`config.mk`:
```
export PLATFORM = sky130hd
export DESIGN_NAME = bs_scheduler
export DESIGN_NICKNAME = d
export VERILOG_FILES = /design/src/rtl/bs_scheduler.sv
export SDC_FILE = /design/constraint.sdc
export NUM_CORES = 1
export LEC_CHECK = 0
export ABC_AREA = 1
export CORE_MARGIN = 5
export CORE_UTILIZATION = 41
export CTS_CLUSTER_DIAMETER = 120
export DETAILED_ROUTE_END_ITERATION = 10
export HOLD_SLACK_MARGIN = 0.03
export MAX_ROUTING_LAYER = met4
export PLACE_DENSITY = 0.82
export SYNTH_ARGS = -nofsm -noshare
export SYNTH_HDL_FRONTEND = slang
export SYNTH_SLANG_ARGS = --single-unit
export TNS_END_PERCENT = 20
```
`constraint.sdc`:
```
create_clock -name clk -period 4.3 [get_ports clk]
set_clock_uncertainty 0.05 [all_clocks]
set_input_delay 0.86 -clock clk [delete_from_list [all_inputs] [get_ports clk]]
set_output_delay 0.86 -clock clk [all_outputs]
set_load 0.1 [all_outputs]
```
`src/rtl/bs_scheduler.sv`:
```
// Round-robin scheduler sharing one combinational barrel_shifter among NUM_REQ requesters.
// Registers the granted operands onto the shifter, captures the result, and returns it with the requester ID.
module bs_scheduler #(
  parameter int NUM_REQ = 4,
  parameter int DATA_W  = 32,
  parameter int SHAMT_W = 5,
  parameter int ID_W    = 2
) (
  input  logic                       clk,
  input  logic                       reset,
  input  logic [NUM_REQ-1:0]         req_valid,
  output logic [NUM_REQ-1:0]         req_ready,
  input  logic [NUM_REQ*DATA_W-1:0]  req_data_in,
  input  logic [NUM_REQ*SHAMT_W-1:0] req_shift_amt,
  input  logic [NUM_REQ-1:0]         req_shift_rotate,
  input  logic [NUM_REQ-1:0]         req_left_right,
  output logic [DATA_W-1:0]          bs_data_in,
  output logic [SHAMT_W-1:0]         bs_shift_amt,
  output logic                       bs_shift_rotate,
  output logic                       bs_left_right,
  input  logic [DATA_W-1:0]          bs_data_out,
  output logic                       rsp_valid,
  input  logic                       rsp_ready,
  output logic [DATA_W-1:0]          rsp_data,
  output logic [ID_W-1:0]            rsp_id,
  output logic [15:0]                ops_done
);

  typedef enum logic [1:0] {
    IDLE = 2'd0,
    EXEC = 2'd1,
    RESP = 2'd2
  } state_t;

  state_t state_q, state_d;

  logic [ID_W-1:0]    ptr_q, ptr_d;
  logic [ID_W-1:0]    grant_q, grant_d;
  logic [DATA_W-1:0]  bs_data_q, bs_data_d;
  logic [SHAMT_W-1:0] bs_amt_q, bs_amt_d;
  logic               bs_rot_q, bs_rot_d;
  logic               bs_lr_q, bs_lr_d;
  logic               rsp_valid_q, rsp_valid_d;
  logic [DATA_W-1:0]  rsp_data_q, rsp_data_d;
  logic [ID_W-1:0]    rsp_id_q, rsp_id_d;
  logic [15:0]        ops_done_q, ops_done_d;

  logic [DATA_W-1:0]  data_arr [NUM_REQ];
  logic [SHAMT_W-1:0] amt_arr  [NUM_REQ];

  logic               any_valid;
  logic [ID_W-1:0]    gnt_idx;
  logic               can_accept;
  logic               accept;
  logic               rsp_hs;

  for (genvar gi = 0; gi < NUM_REQ; gi++) begin : g_unpack
    assign data_arr[gi] = req_data_in[gi*DATA_W +: DATA_W];
    assign amt_arr[gi]  = req_shift_amt[gi*SHAMT_W +: SHAMT_W];
  end

  // First valid requester at or after the pointer, wrapping modulo NUM_REQ.
  always_comb begin
    logic [NUM_REQ-1:0] rv_shift;
    int unsigned        idx;
    any_valid = 1'b0;
    gnt_idx   = '0;
    rv_shift  = '0;
    idx       = 0;
    for (int unsigned k = 0; k < NUM_REQ; k++) begin
      idx      = (int'(ptr_q) + k) % NUM_REQ;
      rv_shift = req_valid >> idx;
      if (!any_valid && rv_shift[0]) begin
        any_valid = 1'b1;
        gnt_idx   = ID_W'(idx);
      end
    end
  end

  always_ff @(posedge clk or posedge reset) begin
    if (reset) begin
      state_q <= IDLE;
    end else begin
      state_q <= state_d;
    end
  end

  always_comb begin
    state_d = state_q;
    case (state_q)
      IDLE:    if (accept) state_d = EXEC;
      EXEC:    state_d = RESP;
      RESP:    if (rsp_ready) state_d = accept ? EXEC : IDLE;
      default: state_d = IDLE;
    endcase
  end

  always_comb begin
    can_accept = (state_q == IDLE) || ((state_q == RESP) && rsp_ready);
    accept     = can_accept && any_valid;
    rsp_hs     = (state_q == RESP) && rsp_ready;
    req_ready  = accept ? (NUM_REQ'(1) << gnt_idx) : '0;
  end

  always_comb begin
    ptr_d       = ptr_q;
    grant_d     = grant_q;
    bs_data_d   = bs_data_q;
    bs_amt_d    = bs_amt_q;
    bs_rot_d    = bs_rot_q;
    bs_lr_d     = bs_lr_q;
    rsp_valid_d = rsp_valid_q;
    rsp_data_d  = rsp_data_q;
    rsp_id_d    = rsp_id_q;
    ops_done_d  = ops_done_q;
    if (accept) begin
      bs_data_d = data_arr[gnt_idx];
      bs_amt_d  = amt_arr[gnt_idx];
      bs_rot_d  = req_shift_rotate[gnt_idx];
      bs_lr_d   = req_left_right[gnt_idx];
      grant_d   = gnt_idx;
      ptr_d     = (gnt_idx == ID_W'(NUM_REQ - 1)) ? '0 : gnt_idx + ID_W'(1);
    end
    if (state_q == EXEC) begin
      rsp_data_d  = bs_data_out;
      rsp_id_d    = grant_q;
      rsp_valid_d = 1'b1;
    end
    if (rsp_hs) begin
      rsp_valid_d = 1'b0;
      ops_done_d  = (ops_done_q != 16'hFFFF) ? ops_done_q + 16'd1 : ops_done_q;
    end
  end

  always_ff @(posedge clk or posedge reset) begin
    if (reset) begin
      ptr_q       <= '0;
      grant_q     <= '0;
      bs_data_q   <= '0;
      bs_amt_q    <= '0;
      bs_rot_q    <= 1'b0;
      bs_lr_q     <= 1'b0;
      rsp_valid_q <= 1'b0;
      rsp_data_q  <= '0;
      rsp_id_q    <= '0;
      ops_done_q  <= '0;
    end else begin
      ptr_q       <= ptr_d;
      grant_q     <= grant_d;
      bs_data_q   <= bs_data_d;
      bs_amt_q    <= bs_amt_d;
      bs_rot_q    <= bs_rot_d;
      bs_lr_q     <= bs_lr_d;
      rsp_valid_q <= rsp_valid_d;
      rsp_data_q  <= rsp_data_d;
      rsp_id_q    <= rsp_id_d;
      ops_done_q  <= ops_done_d;
    end
  end

  assign bs_data_in      = bs_data_q;
  assign bs_shift_amt    = bs_amt_q;
  assign bs_shift_rotate = bs_rot_q;
  assign bs_left_right   = bs_lr_q;
  assign rsp_valid       = rsp_valid_q;
  assign rsp_data        = rsp_data_q;
  assign rsp_id          = rsp_id_q;
  assign ops_done        = ops_done_q;

endmodule

```
==> reports/metrics.yaml <==
die:
  design.portCount: 289
  start_util_pct: 41.42
  die_y_um: 127.7
  die_width_um: 127.7
  floorplan.die_area_sq_um: 16320
  core_area_sq_um: 13720
  num_rows: 43
sta:
  worst_pin_slew_ps: 1090
  period_share_pct: 91.81
  finalWorstPathRequiredPeriod_ps: 3948
  setup_violations: 0
  achievable-frequency_mhz: 253.3
  rsz0062_at_grt: "no"
  setup_slack_ps: 352.4
  final.setup.tns_ps: 0
  hold_viol: 0
  worst_slew_margin_rel_pct: 27.08
  final-max-slew-violation-count: 0
clocking:
  clkSlewWorstSetupHoldPaths_ps: 70
  clock_insertion_delay_worst_skew_ps: 340
  ctsRootBufferMaster: "sky130_fd_sc_hd__clkbuf_16"
  tritoncts_num_sinks: 96
  cts_tree: "yes"
  tritoncts.num_buffers: 9
  cts.repair.resized: 0
  ctsHoldBuffers: 0
  max-clock-path-buffers: 2
  cts.repair_timing.setup_buffer_count: 0
  h_tree_level_count: 3
drt:
  routed_wl_per_cell_um: 14.89
  post_route_antenna_net_violation_count: 0
  via_count: 6372
  post_drt_via_cell_ratio: 4.883
  drt_drc_violations_left: 0
  drt_first_pass_iters: 6
  initialDrtViolationCount: 355
  wl_um: 19430
yosys:
  synth_seq_area_share_pct: 42.27
  post_synth_instance_area_sq_um: 5683
  netlist.area_leader.share_pct: 42.27
  post_synth.cell_area_avg_sq_um: 6.662
  synthDistinctLibCells: 27
  synth_seq_cells: 96
  synth_top_cell_by_area: "sky130_fd_sc_hd__dfrtp_1"
  synth-warning-count: 0
  synth_area_leaders: "sky130_fd_sc_hd__dfrtp_1, sky130_fd_sc_hd__nand2_1, sky130_fd_sc_hd__nand3_1"
  number_of_cells_produced_by_synthesis: 853
  syn-num-nets: 1053
placement:
  place.gp.congestion: 0.9310
  half_perimeter_wire_length_after_detailed_placement_um: 14820
  post-place-ws_ps: 380.0
  port_buffers: 288
worst_setup_path:
  crit_arrival_ps: 3040
  cp_max_fo: 10
  critPathCaptureType: "output port"
  critPathRequiredTime_ps: 3390
  crit_type: "input port to output port"
  setup.worst_path.start_class: "input port"
cells_and_area:
  flow.area_growth_from_synthesis_pct: 58.10
  most-common-layout-cells: "sky130_fd_sc_hd__nand2_1, sky130_fd_sc_hd__clkdlybuf4s50_1, sky130_fd_sc_hd__dfrtp_1"
  layout-drive-gt1-share_pct: 4.533
  diodes: 0
  finish.net_count: 1320
  leading_cell_type_in_the_layout_fill_and_taps_excluded: "sky130_fd_sc_hd__nand2_1"
outcome:
  status: "finished, final reports clean"
flow_run:
  drv_cap: 0
global_route:
  grt_remaining_overflow: 0
  wire_length_of_the_first_global_routing_pass_um: 30710
  grt_pass1_vias: 6217
  global_route.usage.total_pct: 23.89
  antenna_violations_before_repair: 0
  grt_start_max_net_pins: 79
hold_path:
  hold_path.class: "flop to flop"
## worst max-delay path, cell delays in order
cell and delay, ps:
sky130_fd_sc_hd__clkdlybuf4s50_1 420, sky130_fd_sc_hd__inv_1 80, sky130_fd_sc_hd__nand2_1 60, sky130_fd_sc_hd__nand3_1 140
sky130_fd_sc_hd__nand2_1 130, sky130_fd_sc_hd__nor2_4 170, sky130_fd_sc_hd__nand3_1 100, sky130_fd_sc_hd__nand3_1 80
sky130_fd_sc_hd__nand2_1 150, sky130_fd_sc_hd__inv_2 220, sky130_fd_sc_hd__ha_1 180, sky130_fd_sc_hd__inv_1 40
sky130_fd_sc_hd__nor2_1 200, sky130_fd_sc_hd__buf_12 210
## synthesized netlist by cell type (all sizes together)
cell / instances
buf: 31
or2: 1
and3: 1
clkbuf: 12
o21ai: 5
mux2: 1
a21oi: 5
nand3: 70
inv: 97
dfrtp: 96
xnor2: 7
clkinv: 1
nor2: 23
o21bai: 1
ha: 5
nor3: 4
xor2: 8
nand2: 451
nand4: 34
## final timing paths
kind	from	to	slack (ps)	depth (start not counted)
max	req_valid[1]	req_ready[2]	350	14
min	state_q[0]	state_q[1]	420	1
max reg2reg	ptr_q[0]	bs_data_in[9]	1650	11
min reg2reg	state_q[0]	state_q[1]	420	1
max in group asynchronous	reset	bs_data_in[17]	2280	3
min in group asynchronous	reset	rsp_data[17]	1060	2
## cell type report
| type | count | area [sq um] |
|---|---|---|
| clock buffer | 10 | 239.0 |
| clock inverter | 6 | 60.06 |
| fill | 1211 | 4735 |
| inverter | 98 | 375.4 |
| multi-input combinational | 616 | 2678 |
| sequential | 96 | 2402 |
| tap | 180 | 225.2 |
| timing repair buffer | 299 | 3005 |
## registers in the layout, summed over array words and instances, names as in the netlist
register,count
bs_data_in,32
rsp_data,32
ops_done,16
bs_shift_amt,5
grant_q,2
ptr_q,2
rsp_id,2
state_q,2
bs_left_right,1
bs_shift_rotate,1
rsp_valid,1
## cell families after synthesis
family	after synthesis	share of synthesized area, %
adders and majority gates	5	1.101
xor gates and xnor gates	15	2.312
DFF	96	42.27
buffers and inverters	141	10.70
muxes	1	0.1981
and+or+nand+nor	584	42.40
AOI/OAI and AO/OA	11	1.013
## per-layer routing
layer	GRT usage, %	part of all wire (%)
met1	28.45	39
met2	39.77	49
met3	5.333	8.3
met4	8.801	3.5
met5	-	0
## metrics by stage
stage	hold WS, ps	cell area (sq um)	util, %	cells
after floorplan	386.2	5683	-	853
after global placement	402.8	8686	63.31	1289
after detailed placement	408.1	8686	63.31	1289
after CTS	420.7	8985	65.49	1305
after global routing	438.9	8985	65.49	1305
final	422.0	8985	65.49	1305
Power is left out: the tool's default activity adds up to more than one toggle a clock period on the data nets, which glitch-free logic cannot reach.
